===== src/rtl/cache_def_pkg.sv =====
// cache_def_pkg
//   Shared definitions for the set-associative cache controller slice:
//   controller state encoding, per-line metadata record, and helpers that
//   derive the address-split widths from the block parameters.
package cache_def_pkg;

    typedef enum logic [1:0] {
        IDLE       = 2'd0,
        COMPARE    = 2'd1,
        WRITE_BACK = 2'd2,
        ALLOCATE   = 2'd3
    } cache_state_t;

    // Widest tag the metadata record can carry; narrower tags are zero-extended.
    localparam int TAG_MAX = 32;

    typedef struct packed {
        logic               valid;
        logic               dirty;
        logic [TAG_MAX-1:0] tag;
    } line_meta_t;

    function automatic int off_w(input int words);
        return $clog2(words);
    endfunction

    function automatic int idx_w(input int sets);
        return $clog2(sets);
    endfunction

    function automatic int tag_w(input int aw, input int sets, input int words);
        return aw - $clog2(sets) - $clog2(words);
    endfunction

    // Way indices keep at least one bit so a direct-mapped build still has a signal.
    function automatic int way_w(input int ways);
        return (ways > 1) ? $clog2(ways) : 1;
    endfunction

endpackage


===== src/rtl/cache_set_array.sv =====
// cache_set_array
//   WAYS x SETS tag/valid/dirty/data storage. Combinational read, synchronous
//   write. Only valid and dirty bits are reset; tags and data are don't-care.
// Ports:
//   clk, rst      clock, synchronous active-high reset
//   idx_i         set index for lookup, readout and write
//   tag_i         tag compared against every way of the set
//   hit_o         per-way hit vector (valid and tag match)
//   valid_o       per-way valid bits of the indexed set
//   dirty_o       per-way dirty bits of the indexed set
//   sel_way_i     way whose line and tag are read out
//   sel_line_o    line data of the selected way
//   sel_tag_o     stored tag of the selected way
//   wr_en_i       write the selected set/way (marks it valid)
//   wr_way_i      way to write
//   wr_tag_i      tag to store
//   wr_dirty_i    dirty bit to store
//   wr_line_i     line data to store
module cache_set_array
    import cache_def_pkg::*;
#(
    parameter int WAYS  = 2,
    parameter int SETS  = 8,
    parameter int WORDS = 4,
    parameter int DW    = 16,
    parameter int AW    = 16
) (
    input  logic                                  clk,
    input  logic                                  rst,
    input  logic [idx_w(SETS)-1:0]                idx_i,
    input  logic [tag_w(AW, SETS, WORDS)-1:0]     tag_i,
    output logic [WAYS-1:0]                       hit_o,
    output logic [WAYS-1:0]                       valid_o,
    output logic [WAYS-1:0]                       dirty_o,
    input  logic [way_w(WAYS)-1:0]                sel_way_i,
    output logic [WORDS*DW-1:0]                   sel_line_o,
    output logic [tag_w(AW, SETS, WORDS)-1:0]     sel_tag_o,
    input  logic                                  wr_en_i,
    input  logic [way_w(WAYS)-1:0]                wr_way_i,
    input  logic [tag_w(AW, SETS, WORDS)-1:0]     wr_tag_i,
    input  logic                                  wr_dirty_i,
    input  logic [WORDS*DW-1:0]                   wr_line_i
);

    localparam int TAGW = tag_w(AW, SETS, WORDS);
    localparam int LW   = WORDS * DW;

    logic [SETS-1:0] valid_q [WAYS];
    logic [SETS-1:0] dirty_q [WAYS];
    logic [TAGW-1:0] tag_q   [WAYS][SETS];
    logic [LW-1:0]   data_q  [WAYS][SETS];

    line_meta_t meta_rd [WAYS];

    always_comb begin
        for (int w = 0; w < WAYS; w++) begin
            meta_rd[w].valid = valid_q[w][idx_i];
            meta_rd[w].dirty = dirty_q[w][idx_i];
            meta_rd[w].tag   = TAG_MAX'(tag_q[w][idx_i]);
            hit_o[w]   = meta_rd[w].valid && (meta_rd[w].tag == TAG_MAX'(tag_i));
            valid_o[w] = meta_rd[w].valid;
            dirty_o[w] = meta_rd[w].dirty;
        end
    end

    assign sel_tag_o  = meta_rd[sel_way_i].tag[TAGW-1:0];
    assign sel_line_o = data_q[sel_way_i][idx_i];

    always_ff @(posedge clk) begin
        if (rst) begin
            for (int w = 0; w < WAYS; w++) begin
                valid_q[w] <= '0;
                dirty_q[w] <= '0;
            end
        end else if (wr_en_i) begin
            valid_q[wr_way_i][idx_i] <= 1'b1;
            dirty_q[wr_way_i][idx_i] <= wr_dirty_i;
        end
    end

    always_ff @(posedge clk) begin
        if (wr_en_i) begin
            tag_q[wr_way_i][idx_i]  <= wr_tag_i;
            data_q[wr_way_i][idx_i] <= wr_line_i;
        end
    end

endmodule


===== src/rtl/assoc_cache_ctrl.sv =====
// assoc_cache_ctrl
//   N-way set-associative, write-back, write-allocate cache controller.
//   Build option: define CACHE_LRU_EN for true-LRU replacement; otherwise a
//   per-set round-robin pointer advanced on each fill is used. Invalid ways
//   are always chosen first.
// Ports:
//   clk, rst                 clock, synchronous active-high reset
//   cpu_valid/rw/addr/wdata  CPU request, held until cpu_ready
//   cpu_ready, cpu_rdata     one-cycle completion pulse and load data
//   mem_valid/rw/addr/wdata  line-wide memory request, held until mem_ready
//   mem_ready, mem_rdata     memory completion and fill line
module assoc_cache_ctrl
    import cache_def_pkg::*;
#(
    parameter int WAYS  = 2,
    parameter int SETS  = 8,
    parameter int WORDS = 4,
    parameter int DW    = 16,
    parameter int AW    = 16
) (
    input  logic                clk,
    input  logic                rst,
    input  logic                cpu_valid,
    input  logic                cpu_rw,
    input  logic [AW-1:0]       cpu_addr,
    input  logic [DW-1:0]       cpu_wdata,
    output logic                cpu_ready,
    output logic [DW-1:0]       cpu_rdata,
    output logic                mem_valid,
    output logic                mem_rw,
    output logic [AW-1:0]       mem_addr,
    output logic [WORDS*DW-1:0] mem_wdata,
    input  logic                mem_ready,
    input  logic [WORDS*DW-1:0] mem_rdata
);

    localparam int OFF  = off_w(WORDS);
    localparam int IDX  = idx_w(SETS);
    localparam int TAGW = tag_w(AW, SETS, WORDS);
    localparam int WAYW = way_w(WAYS);
    localparam int LW   = WORDS * DW;

    function automatic logic [LW-1:0] merge_word(input logic [LW-1:0] line,
                                                 input logic [OFF-1:0] off,
                                                 input logic [DW-1:0] word);
        logic [LW-1:0] res;
        res = line;
        res[off*DW +: DW] = word;
        return res;
    endfunction

    wire [OFF-1:0]  cpu_off = cpu_addr[OFF-1:0];
    wire [IDX-1:0]  cpu_idx = cpu_addr[OFF +: IDX];
    wire [TAGW-1:0] cpu_tag = cpu_addr[AW-1 -: TAGW];

    cache_state_t    state_q;
    logic            cpu_ready_q, mem_valid_q, mem_rw_q, vdirty_q;
    logic [DW-1:0]   cpu_rdata_q;
    logic [AW-1:0]   mem_addr_q;
    logic [LW-1:0]   mem_wdata_q;
    logic [WAYW-1:0] victim_q;

    logic [WAYS-1:0] hit_vec, valid_vec, dirty_vec;
    logic            hit;
    logic [WAYW-1:0] hit_way, pol_way, victim_way, sel_way, wr_way;
    logic [LW-1:0]   sel_line, wr_line;
    logic [TAGW-1:0] sel_tag;
    logic            wr_en, wr_dirty, fill_en, victim_dirty;

    // In IDLE the lookup reads the hitting way; afterwards the latched victim.
    assign sel_way = (state_q == IDLE) ? hit_way : victim_q;

    cache_set_array #(
        .WAYS(WAYS), .SETS(SETS), .WORDS(WORDS), .DW(DW), .AW(AW)
    ) u_array (
        .clk        (clk),
        .rst        (rst),
        .idx_i      (cpu_idx),
        .tag_i      (cpu_tag),
        .hit_o      (hit_vec),
        .valid_o    (valid_vec),
        .dirty_o    (dirty_vec),
        .sel_way_i  (sel_way),
        .sel_line_o (sel_line),
        .sel_tag_o  (sel_tag),
        .wr_en_i    (wr_en),
        .wr_way_i   (wr_way),
        .wr_tag_i   (cpu_tag),
        .wr_dirty_i (wr_dirty),
        .wr_line_i  (wr_line)
    );

    assign hit = |hit_vec;

    always_comb begin
        hit_way = '0;
        for (int w = 0; w < WAYS; w++) begin
            if (hit_vec[w]) hit_way = WAYW'(w);
        end
    end

    // Lowest-index invalid way overrides the replacement policy.
    always_comb begin
        victim_way = pol_way;
        for (int w = WAYS - 1; w >= 0; w--) begin
            if (!valid_vec[w]) victim_way = WAYW'(w);
        end
    end

    assign victim_dirty = valid_vec[victim_way] & dirty_vec[victim_way];

    // Array writes: a store hit merges in IDLE; a fill (with a store miss
    // merged in) lands on the mem_ready edge of ALLOCATE.
    always_comb begin
        wr_en    = 1'b0;
        wr_way   = hit_way;
        wr_line  = merge_word(sel_line, cpu_off, cpu_wdata);
        wr_dirty = 1'b1;
        fill_en  = 1'b0;
        if (state_q == IDLE && cpu_valid && hit && cpu_rw) begin
            wr_en = 1'b1;
        end else if (state_q == ALLOCATE && mem_ready) begin
            wr_en    = 1'b1;
            fill_en  = 1'b1;
            wr_way   = victim_q;
            wr_dirty = cpu_rw;
            wr_line  = cpu_rw ? merge_word(mem_rdata, cpu_off, cpu_wdata) : mem_rdata;
        end
    end

`ifdef CACHE_LRU_EN
    logic [WAYW-1:0] age_q [SETS][WAYS];
    logic            lru_touch;
    logic [WAYW-1:0] lru_way;

    assign lru_touch = (state_q == IDLE && cpu_valid && hit) || fill_en;
    assign lru_way   = fill_en ? victim_q : hit_way;

    always_comb begin
        pol_way = '0;
        for (int w = 1; w < WAYS; w++) begin
            if (age_q[cpu_idx][w] > age_q[cpu_idx][pol_way]) pol_way = WAYW'(w);
        end
    end

    // Touched way becomes youngest; only ways younger than it age.
    always_ff @(posedge clk) begin
        if (rst) begin
            for (int s = 0; s < SETS; s++) begin
                for (int w = 0; w < WAYS; w++) age_q[s][w] <= WAYW'(w);
            end
        end else if (lru_touch) begin
            for (int w = 0; w < WAYS; w++) begin
                if (WAYW'(w) == lru_way)
                    age_q[cpu_idx][w] <= '0;
                else if (age_q[cpu_idx][w] < age_q[cpu_idx][lru_way])
                    age_q[cpu_idx][w] <= age_q[cpu_idx][w] + 1'b1;
            end
        end
    end
`else
    logic [WAYW-1:0] ptr_q [SETS];

    assign pol_way = ptr_q[cpu_idx];

    always_ff @(posedge clk) begin
        if (rst) begin
            for (int s = 0; s < SETS; s++) ptr_q[s] <= '0;
        end else if (fill_en) begin
            ptr_q[cpu_idx] <= (ptr_q[cpu_idx] == WAYW'(WAYS - 1)) ? '0 : ptr_q[cpu_idx] + 1'b1;
        end
    end
`endif

    // The lookup result is registered on the IDLE edge so cpu_ready is a
    // flop that is high during COMPARE; a fill pre-loads the same pulse.
    always_ff @(posedge clk) begin
        if (rst) begin
            state_q     <= IDLE;
            cpu_ready_q <= 1'b0;
            cpu_rdata_q <= '0;
            mem_valid_q <= 1'b0;
            mem_rw_q    <= 1'b0;
            mem_addr_q  <= '0;
            mem_wdata_q <= '0;
            victim_q    <= '0;
            vdirty_q    <= 1'b0;
        end else begin
            cpu_ready_q <= 1'b0;
            case (state_q)
                IDLE: begin
                    if (cpu_valid) begin
                        state_q <= COMPARE;
                        if (hit) begin
                            cpu_ready_q <= 1'b1;
                            if (!cpu_rw) cpu_rdata_q <= sel_line[cpu_off*DW +: DW];
                        end else begin
                            victim_q <= victim_way;
                            vdirty_q <= victim_dirty;
                        end
                    end
                end
                COMPARE: begin
                    if (cpu_ready_q) begin
                        state_q <= IDLE;
                    end else begin
                        mem_valid_q <= 1'b1;
                        if (vdirty_q) begin
                            state_q     <= WRITE_BACK;
                            mem_rw_q    <= 1'b1;
                            mem_addr_q  <= {sel_tag, cpu_idx, {OFF{1'b0}}};
                            mem_wdata_q <= sel_line;
                        end else begin
                            state_q    <= ALLOCATE;
                            mem_rw_q   <= 1'b0;
                            mem_addr_q <= {cpu_tag, cpu_idx, {OFF{1'b0}}};
                        end
                    end
                end
                WRITE_BACK: begin
                    if (mem_ready) begin
                        state_q    <= ALLOCATE;
                        mem_rw_q   <= 1'b0;
                        mem_addr_q <= {cpu_tag, cpu_idx, {OFF{1'b0}}};
                    end
                end
                ALLOCATE: begin
                    if (mem_ready) begin
                        state_q     <= COMPARE;
                        mem_valid_q <= 1'b0;
                        cpu_ready_q <= 1'b1;
                        if (!cpu_rw) cpu_rdata_q <= mem_rdata[cpu_off*DW +: DW];
                    end
                end
                default: state_q <= IDLE;
            endcase
        end
    end

    assign cpu_ready = cpu_ready_q;
    assign cpu_rdata = cpu_rdata_q;
    assign mem_valid = mem_valid_q;
    assign mem_rw    = mem_rw_q;
    assign mem_addr  = mem_addr_q;
    assign mem_wdata = mem_wdata_q;

endmodule


===== config.mk =====
export PLATFORM = sky130hd
export DESIGN_NAME = assoc_cache_ctrl
export DESIGN_NICKNAME = d
export VERILOG_FILES = /design/src/rtl/cache_def_pkg.sv /design/src/rtl/cache_set_array.sv /design/src/rtl/assoc_cache_ctrl.sv
export SDC_FILE = /design/constraint.sdc
export NUM_CORES = 2
export LEC_CHECK = 0
export ABC_CLOCK_PERIOD_IN_PS = 10600
export BUFFER_PORTS_ARGS = -buffer_cell sky130_fd_sc_hd__buf_2
export CAP_MARGIN = 20
export CORE_AREA = 3 3 318 320
export CTS_CLUSTER_DIAMETER = 60
export DETAILED_ROUTE_END_ITERATION = 8
export DIE_AREA = 0 0 321 323
export PLACE_DENSITY = 0.69
export SKIP_CTS_REPAIR_TIMING = 1
export SYNTH_ARGS = -nofsm -noshare
export SYNTH_HDL_FRONTEND = slang
export SYNTH_SLANG_ARGS = --single-unit

===== constraint.sdc =====
create_clock -name clk -period 10.6 [get_ports clk]
set_clock_uncertainty 0.1 [all_clocks]
set_input_delay 2.12 -clock clk [delete_from_list [all_inputs] [get_ports clk]]
set_output_delay 2.12 -clock clk [all_outputs]
set_load 0.05 [all_outputs]

After elaboration in Yosys (flattened, before gate mapping)
Memories as Yosys holds them, arrays and structs flattened.
Index checks and enable logic that the tools add are counted.
{"block": "op_classes", "addsub": 2, "n_lt_le_gt_ge": 6, "eq_ne": 12, "n_shift": 4, "n_mux": 92, "bitwise": 5, "n_reduce_logical": 22}
{"operator": "$mux W512", "n": 1}
{"operator": "$mux W64", "n": 6}
{"operator": "$bmux W64 S3", "n": 1}
{"operator": "$demux W64 S3", "n": 1}
{"operator": "$bwmux W64", "n": 2}
{"operator": "$mux W16", "n": 8}
{"operator": "$shiftx A64 B7 Y16", "n": 2}
{"operator": "$mux W11", "n": 8}
{"operator": "$mux W88", "n": 1}
{"operator": "$bmux W11 S3", "n": 2}
{"operator": "$pmux W16 S2", "n": 2}
{"operator": "$shift A16 B34 Y64 const A", "n": 1}
{"operator": "$shiftx A16 B34 Y64", "n": 1}
{"operator": "$mux W1", "n": 40}
{"operator": "$mux W8", "n": 5}
{"operator": "$neg A6 Y34", "n": 1}
{"operator": "$demux W11 S3", "n": 1}
{"operator": "$eq A11 B11 Y1", "n": 2}
{"operator": "$reduce_or A8 Y1", "n": 2}
{"operator": "$reduce_and A3 Y1", "n": 5}
{"operator": "$ne A2 B2 Y1 const B", "n": 7}
{"operator": "$bmux W1 S3", "n": 4}
{"operator": "$logic_and A1 B1 Y1", "n": 8}
{"operator": "$mux W2", "n": 4}
{"operator": "22 further kinds", "n": 28}
{"block": "totals", "regBits": 103, "mem_bits_rw": 1240, "in_bits": 101, "output_inout_bits": 99, "n_memories": 5}
{"memory": "u_array.data_q", "words": 2, "word_bits": 512, "rd": 1, "rd_ports_with_merged_regs": 0, "wr": 1, "line_no": "cache_set_array.sv:51", "text": "logic [LW-1:0] data_q [WAYS][SETS];"}
{"memory": "u_array.tag_q", "words": 2, "word_bits": 88, "rd": 2, "rd_ports_with_merged_regs": 0, "wr": 1, "line_no": "cache_set_array.sv:50", "text": "logic [TAGW-1:0] tag_q [WAYS][SETS];"}
{"memory": "u_array.dirty_q", "words": 2, "word_bits": 8, "rd": 2, "rd_ports_with_merged_regs": 0, "wr": 2, "line_no": "cache_set_array.sv:49", "text": "logic [SETS-1:0] dirty_q [WAYS];"}
{"memory": "u_array.valid_q", "words": 2, "word_bits": 8, "rd": 2, "rd_ports_with_merged_regs": 0, "wr": 2, "line_no": "cache_set_array.sv:48", "text": "logic [SETS-1:0] valid_q [WAYS];"}
{"memory": "ptr_q", "words": 8, "word_bits": 1, "rd": 1, "rd_ports_with_merged_regs": 0, "wr": 8, "line_no": "assoc_cache_ctrl.sv:162", "text": "logic [WAYW-1:0] ptr_q [SETS];"}

Depth between registers and ports, before layout
An unclocked memory read counts as a cell.
{"block": "depth", "depth_word": 17, "ltp_mapped": 21, "ltp_nobuf": 12}

Cells and area by module
Synthesis repeated with hierarchy kept, for this count alone.
{"block": "hier_totals", "cells_unflattened": 3112, "hier_area_um2": 54228.3}
{"module": "cache_set_array", "n_inst": 1, "cells_per_inst": 2309, "area_per_inst_um2": 47240.3, "seq_area_each_um2": 36835.3}
{"module": "assoc_cache_ctrl", "n_inst": 1, "cells_per_inst": 803, "area_per_inst_um2": 6988.0, "seq_area_each_um2": 2262.2}

Worst setup path after synthesis
No wires, ideal clock.
{"block": "synth_timing", "path_kind": "input port to flip-flop", "start": "input port cpu_addr[4]", "end": "memory u_array.data_q[0][192] in the netlist's numbering, enable pin", "setup_time_ps": 510, "arrival_time_ps": 8020, "required_time_ps": 9990, "path_slack_ps": 1971, "cell_stages": 14, "path_buffers": 4, "cell_sequence": "buf_2 > buf_2 > buf_2 > mux2_2 > a22oi_1 > o21ai_0 > xor2_1 > nor4_1 > nand3_1 > o41ai_2 > nand4_1 > mux2i_1 > buf_2 > nor2_1"}
{"block": "synth_between", "elab_chain_cells": 12, "elab_cells_between_ends": 29, "classes_between": "order compare (2); eq/ne (2); mux (18); bitwise (1); reduce/logical (6)"}
{"item": "start: declaration", "line_no": "assoc_cache_ctrl.sv:25", "text": "input logic [AW-1:0] cpu_addr,"}
{"item": "$not A3 Y4 (implied by the code)", "line_no": "cache_set_array.sv:59, cache_set_array.sv:84"}
{"item": "$bmux W11 S3", "line_no": "cache_set_array.sv:59", "text": "meta_rd[w].tag = TAG_MAX'(tag_q[w][idx_i]);"}
{"item": "$mux W11 (implied by the code) (2 in series)", "line_no": "cache_set_array.sv:59"}
{"item": "$eq A11 B11 Y1", "line_no": "cache_set_array.sv:60", "text": "hit_o[w] = meta_rd[w].valid && (meta_rd[w].tag == TAG_MAX'(tag_i));"}
{"item": "$logic_and A1 B1 Y1", "line_no": "cache_set_array.sv:60"}
{"item": "$reduce_or A2 Y1", "line_no": "assoc_cache_ctrl.sv:93", "text": "assign hit = |hit_vec;"}
{"item": "$logic_and A1 B1 Y1 (2 in series)", "line_no": "assoc_cache_ctrl.sv:120", "text": "if (state_q == IDLE && cpu_valid && hit && cpu_rw) begin"}
{"item": "$mux W1", "line_no": "assoc_cache_ctrl.sv:120"}
{"item": "$mux W1", "line_no": "cache_set_array.sv:82", "text": "if (wr_en_i) begin"}
{"item": "$mux W512 (implied by the code)", "line_no": "cache_set_array.sv:84", "text": "data_q[wr_way_i][idx_i] <= wr_line_i;"}
{"item": "end: declaration", "line_no": "cache_set_array.sv:51"}
Several ways; a longest one is shown, not always the timed one. The select of a mux whose other input is x is not followed.

Worst setup path in the final report
{"block": "layout_timing", "start": "input port cpu_addr[4]", "end": "memory u_array.data_q[0][196] in the netlist's numbering, data pin"}
{"block": "layout_between", "elab_chain_cells": 15, "elab_cells_between_ends": 27, "classes_between": "eq/ne (2); mux (18); bitwise (1); reduce/logical (5); memory (1)"}
{"item": "$not A3 Y4 (implied by the code)", "line_no": "cache_set_array.sv:59, cache_set_array.sv:67"}
{"item": "$bmux W11 S3", "line_no": "cache_set_array.sv:59"}
{"item": "$mux W11 (implied by the code) (2 in series)", "line_no": "cache_set_array.sv:59"}
{"item": "$eq A11 B11 Y1", "line_no": "cache_set_array.sv:60"}
{"item": "$logic_and A1 B1 Y1", "line_no": "cache_set_array.sv:60"}
{"item": "$mux W1", "line_no": "assoc_cache_ctrl.sv:98", "text": "if (hit_vec[w]) hit_way = WAYW'(w);"}
{"item": "$mux W1", "line_no": "assoc_cache_ctrl.sv:71", "text": "assign sel_way = (state_q == IDLE) ? hit_way : victim_q;"}
{"item": "$mem_v2 Z2 W512"}
{"item": "$bmux W64 S3", "line_no": "cache_set_array.sv:67", "text": "assign sel_line_o = data_q[sel_way_i][idx_i];"}
{"item": "$mux W64 (implied by the code) (2 in series)", "line_no": "cache_set_array.sv:67"}
{"item": "$bwmux W64", "line_no": "assoc_cache_ctrl.sv:48", "text": "res[off*DW +: DW] = word;"}
{"item": "$mux W64", "line_no": "assoc_cache_ctrl.sv:122", "text": "end else if (state_q == ALLOCATE && mem_ready) begin"}
{"item": "$mux W64 *", "line_no": "assoc_cache_ctrl.sv:120"}
{"item": "via u_array.wr_line_i[4]", "line_no": "cache_set_array.sv:42", "text": "input logic [WORDS*DW-1:0] wr_line_i"}
The timed path passes the listed nets; every way through them passes the cells marked *. The select of a mux whose other input is x is not followed.

==> reports/results.env <==
RESULT_OF_THE_RUN='complete, no violations'
PEAKVDDDROP_mV=0.1343
YOSYS.AREA_SHARE.XOR_XNOR=0.003572
FILLER_CELL_COUNT=7052
POST_SYNTH_MAIN_AREA_CONTRIBUTORS='sky130_fd_sc_hd__edfxtp_1, sky130_fd_sc_hd__mux2i_1, sky130_fd_sc_hd__dfxtp_1, sky130_fd_sc_hd__mux4_2, sky130_fd_sc_hd__o22ai_1'
FF_LATCH_AREA_MM2=0.03910
PLACE.DETAILED.INSTANCES=4716
DR.FIRST_ITER.DRC_COUNT=5534
PLACE.GP.CONGESTION=0.9329
DRT-VIAS-PER-INSTANCE=6.790
TIMING.FINAL.CRIT_PERIOD_NS=7.854
CP_TOP_FAMILY='simple AND/OR/NAND/NOR gates'
DIE_AREA_MM2=0.1037
DRT.ANTENNA.VIOLATING_NETS=0
PATH_CLASS='input port to flip-flop'
FIRST_GLOBAL_VIAS=32770
NUM_VIAS=33800
WORST_SLEW_MARGIN_REL=0.1502
FINALNONFILLERCELLS=4977
TIMING.FINAL.HOLD_VIOLATIONS=0
TIMING.CRITICAL_PATH.ARRIVAL_NS=8.15
POSTSYNTHREGISTERBITS=1341
WORST_R2R_STARTPOINT='u_array.tag_q[1][7]'
ROUTED_WIRELENGTH_MM=167.0
SYNTH_TOP_CELL_AREA_SHARE=0.6814
WORST-SLEW-PIN-TRANSITION_NS=1.265
CTS.ROOT.BUFFER_CELL='sky130_fd_sc_hd__clkbuf_16'
CTS_TREE='done'
SYNTH.LARGEST_AREA_CELL='sky130_fd_sc_hd__edfxtp_1'
FINAL.SETUP.TNS_NS=0
WORST_SETUP_HOLD_PATH_CLK_SLEW_NS=0.06
PWR-SHARE-SEQ=0.508
INITIAL_CELL_DENSITY_OF_THE_CORE=0.5481
SYNTH_FA_HA_AREA_FRAC=0.002087
DRIVE_GT1_FRAC=0.1989
PIN_COUNT_OF_THE_BIGGEST_NET_ENTERING_GLOBAL_ROUTING=104
CTS-BUFFERS-INSERTED=137
TIMING.MAX_CAP.VIOLATIONS=0
TIMING.FINAL.SETUP_VIOLATIONS=0
POSTSYNTH.TOPFLOPCELL='sky130_fd_sc_hd__edfxtp_1'
CELLLEAKAGEPOWER_nW=22.88
ROUTED_WIRE_LENGTH_PER_INSTANCE_UM=33.55
SHARE_OF_TOTAL_POWER_CONSUMED_BY_NET_SWITCHING=0.2234
SYNTHARSTFLOPSHARE=0
SYNTH.MOST_COMMON_CELL='sky130_fd_sc_hd__edfxtp_1'
CRIT_SLOWEST_CELL='sky130_fd_sc_hd__o21ai_1'
SYNTH-SEQ-AREA-SHARE=0.7248
SYN_AREA_MM2=0.05394
CRIT_PATH_FREQUENT_CELL='sky130_fd_sc_hd__buf_4'
HOLDCRITSTARTPOINT='mem_wdata[49]'
SYNTHESIS.AREA_PER_INSTANCE_UM2=16.33
SYNTHESIS.INSTANCES=3303
TOTALPOWERFINAL_mW=11.57
UNREPAIRED_SETUP_ENDPOINTS_AFTER_GLOBAL_ROUTING='no'
YOSYS_WARNINGS=0
FIN_NETS=3683
DR_PASS1_ITERATIONS=7
PLACEMENT_ROWS=115
WIRE_LENGTH_OF_THE_FIRST_GLOBAL_ROUTING_PASS_MM=235.9
FINAL-MAX-SLEW-VIOLATION-COUNT=0
ANTENNA_FOUND_INITIAL=7
CHIPWIDTH_UM=321
SYNTH_COMPOUND_AREA_FRAC=0.08304
POWER.CLOCK.FRACTION=0.426
POWER.SWITCHING_mW=2.584
PORTBUFFERS=197
CTS_NUM_SINKS=1341
DOMINANT_COMBINATIONAL_CELL_FAMILY_BY_AREA_AFTER_SYNTHESIS='multiplexers'
P_COMB_FRAC=0.065
CRITICAL_PATH.CELL_CHAIN='buf_4 > buf_4 > nor2_1 > a22o_1 > a221oi_1 > xnor2_1 > nor4_1 > nand3_1 > o41ai_2 > nand4_1 > nand3_2 > nand2b_1 > o21ai_1'
WORST_HOLD_SLACK_NS=0.3580
HOLD_DEPTH=2
NUMBER_OF_ENABLE_FLIP_FLOP_CELLS_AFTER_SYNTHESIS=1224
REG2REG_DEPTH=13
CRITICAL_PATH.STARTPOINT='cpu_addr[4]'
DRC_ERRORS=0
CRIT_PATH_MAX_INCR_DELAY_NS=0.96
MAX_FREQ_MHz=127.3
POST_SYNTH_NUM_CELL_TYPES=79
AREA_DELTA_SYNTH_FINAL_PCT=13.84
CRITICAL_PATH_END_TYPE='flip-flop'
CRITICAL_PATH_REQUIRED_NS=10.89
CORE_AREA_MM2=0.09842
YS_TOP_CELLS_BY_COUNT='sky130_fd_sc_hd__edfxtp_1, sky130_fd_sc_hd__mux2i_1, sky130_fd_sc_hd__nor2_1, sky130_fd_sc_hd__o22ai_1, sky130_fd_sc_hd__nand2_1'
MIN-DELAY-PATH-CLASS='flip-flop to flip-flop'
GROUTE.USAGE.OVERALL=0.3208
TIMING.CRITICAL_PATH.FANOUT_MAX=47
CP-START-KIND='input port'
FINAL_MIN_PERIOD_OVER_CLOCK_PERIOD=0.7410
AREA_OF_THE_MULTI_INPUT_GATES_MM2=0.01370
DIE_HEIGHT_UM=323
SYNTH_MUX_AREA_FRAC=0.1204
IOS=200
POWERDENSITY_mW_PER_MM2=188.3
GRT-OVFL-TOTAL=0
TIMING.CRITICAL_PATH.BUF_INV=2
CTS-HTREE-LEVELS=4
CTS_BUFFER_DEPTH=3
DETAILEDPLACEMENTHPWL_MM=101.7
INTERNAL_POWER_COMPONENT_mW=8.981
CP_NUM_CELLS=13
POST_SYNTHESIS_SIMPLE_GATE_AREA_FRACTION=0.04240
INSERTION_DELAY_TO_THE_LATER_SINK_OF_THE_WORST_SKEW_PAIR_NS=0.74
-- worst reg2reg max path: stages (launching register included) --
cell	delay, ns
sky130_fd_sc_hd__edfxtp_1	0.38
sky130_fd_sc_hd__mux4_2	0.51
sky130_fd_sc_hd__mux2i_2	0.24
sky130_fd_sc_hd__xor2_1	0.21
sky130_fd_sc_hd__nor3b_2	0.22
sky130_fd_sc_hd__nand4_1	0.10
sky130_fd_sc_hd__o31a_2	0.56
sky130_fd_sc_hd__buf_4	0.34
sky130_fd_sc_hd__mux4_2	0.48
sky130_fd_sc_hd__a222oi_1	0.60
sky130_fd_sc_hd__nor2_1	0.20
sky130_fd_sc_hd__nor2_1	0.56
sky130_fd_sc_hd__a211oi_1	0.16
sky130_fd_sc_hd__a221o_1	0.54
-- metal layers --
layer	part of all wire	GRT usage	up-vias
met1	0.36	0.4253	16780
met4	0.045	0.1353	7
met3	0.15	0.1227	493
met2	0.44	0.4789	2762
met5	0.0014	0	-
li1	-	-	13750
-- state kept, by name, indices dropped and copies added, names as in the netlist --
register,cells
u_array.data_q,1024
u_array.tag_q,176
mem_wdata,64
cpu_rdata,16
u_array.dirty_q,16
u_array.valid_q,16
mem_addr,14
ptr_q,8
state_q,2
cpu_ready,1
mem_rw,1
mem_valid,1
vdirty_q,1
victim_q,1
-- final timing paths --
path | slack [ns] | to
worst max-delay path | 2.75 | u_array.data_q[0][196]
worst min-delay path | 0.36 | mem_wdata[49]
worst max register to register | 5.05 | u_array.data_q[0][316]
worst min register to register | 0.36 | mem_wdata[49]
-- through the flow --
stage / utilization / cell area, µm² / setup slack [ns]
2_1_floorplan: - / 53950 / 1.971
5_1_grt: 0.6239 / 61400 / 2.522
3_3_place_gp: 0.5754 / 56630 / 2.005
3_5_place_dp: 0.5763 / 56720 / 1.952
6_report: 0.6240 / 61410 / 2.746
4_1_cts: 0.6233 / 61350 / 2.682
-- power groups by stage --
stage	clock [mW]	combinational [mW]	sequential [mW]
2_1_floorplan	0	0.341	6.04
3_3_place_gp	0	0.704	5.99
3_5_place_dp	0	0.725	5.99
4_1_cts	4.97	0.728	5.88
5_1_grt	5.19	0.784	5.88
6_report	4.93	0.757	5.88
-- cell families after synthesis --
kind of cell / Yosys count
fa+ha+maj: 9
xor+xnor: 22
buf+inv: 240
other cells: 1
mux: 537
simple gates: 487
compound gates: 666
flops: 1341
-- area by class of cell --
cell class	count	area share
Clock inverter	65	0.01251
Sequential cell	1341	0.6366
Multi-Input combinational cell	1723	0.2230
Clock buffer	186	0.06285
Antenna cell	5	0.0002037
Timing Repair Buffer	342	0.03653
Tap cell	1287	0.02622
Inverter	28	0.002037
-- cells in the final DEF (no fill, tap or decap), types with 11 or more instances in the layout --
cell type	netlist	layout
sky130_fd_sc_hd__a211oi_1	88	88
sky130_fd_sc_hd__clkinv_1	3	21
sky130_fd_sc_hd__mux2_2	29	29
sky130_fd_sc_hd__dfxtp_1	117	117
sky130_fd_sc_hd__xor2_1	13	13
sky130_fd_sc_hd__o21ai_0	98	92
sky130_fd_sc_hd__mux2i_1	416	415
sky130_fd_sc_hd__buf_4	22	127
sky130_fd_sc_hd__nand3_1	19	19
sky130_fd_sc_hd__clkbuf_8	0	12
sky130_fd_sc_hd__a221oi_1	28	28
sky130_fd_sc_hd__nor2_1	197	187
sky130_fd_sc_hd__buf_12	0	12
sky130_fd_sc_hd__nand2b_1	11	11
sky130_fd_sc_hd__clkbuf_16	0	143
sky130_fd_sc_hd__buf_2	22	200
sky130_fd_sc_hd__clkbuf_1	120	31
sky130_fd_sc_hd__clkinv_2	0	15
sky130_fd_sc_hd__nor4_1	13	12
sky130_fd_sc_hd__a22oi_1	89	89
sky130_fd_sc_hd__inv_1	23	15
sky130_fd_sc_hd__mux4_2	86	86
sky130_fd_sc_hd__nand2_1	141	133
sky130_fd_sc_hd__o21ai_1	21	27
sky130_fd_sc_hd__nor4_2	18	19
sky130_fd_sc_hd__a21oi_1	78	77
sky130_fd_sc_hd__bufinv_16	0	15
sky130_fd_sc_hd__edfxtp_1	1224	1224
sky130_fd_sc_hd__a22o_1	13	13
sky130_fd_sc_hd__a221o_1	13	13
sky130_fd_sc_hd__nor2b_1	12	11
sky130_fd_sc_hd__o22ai_1	178	178
sky130_fd_sc_hd__nor3_1	37	36
No activity file was read; power rests on OpenSTA's default activity.
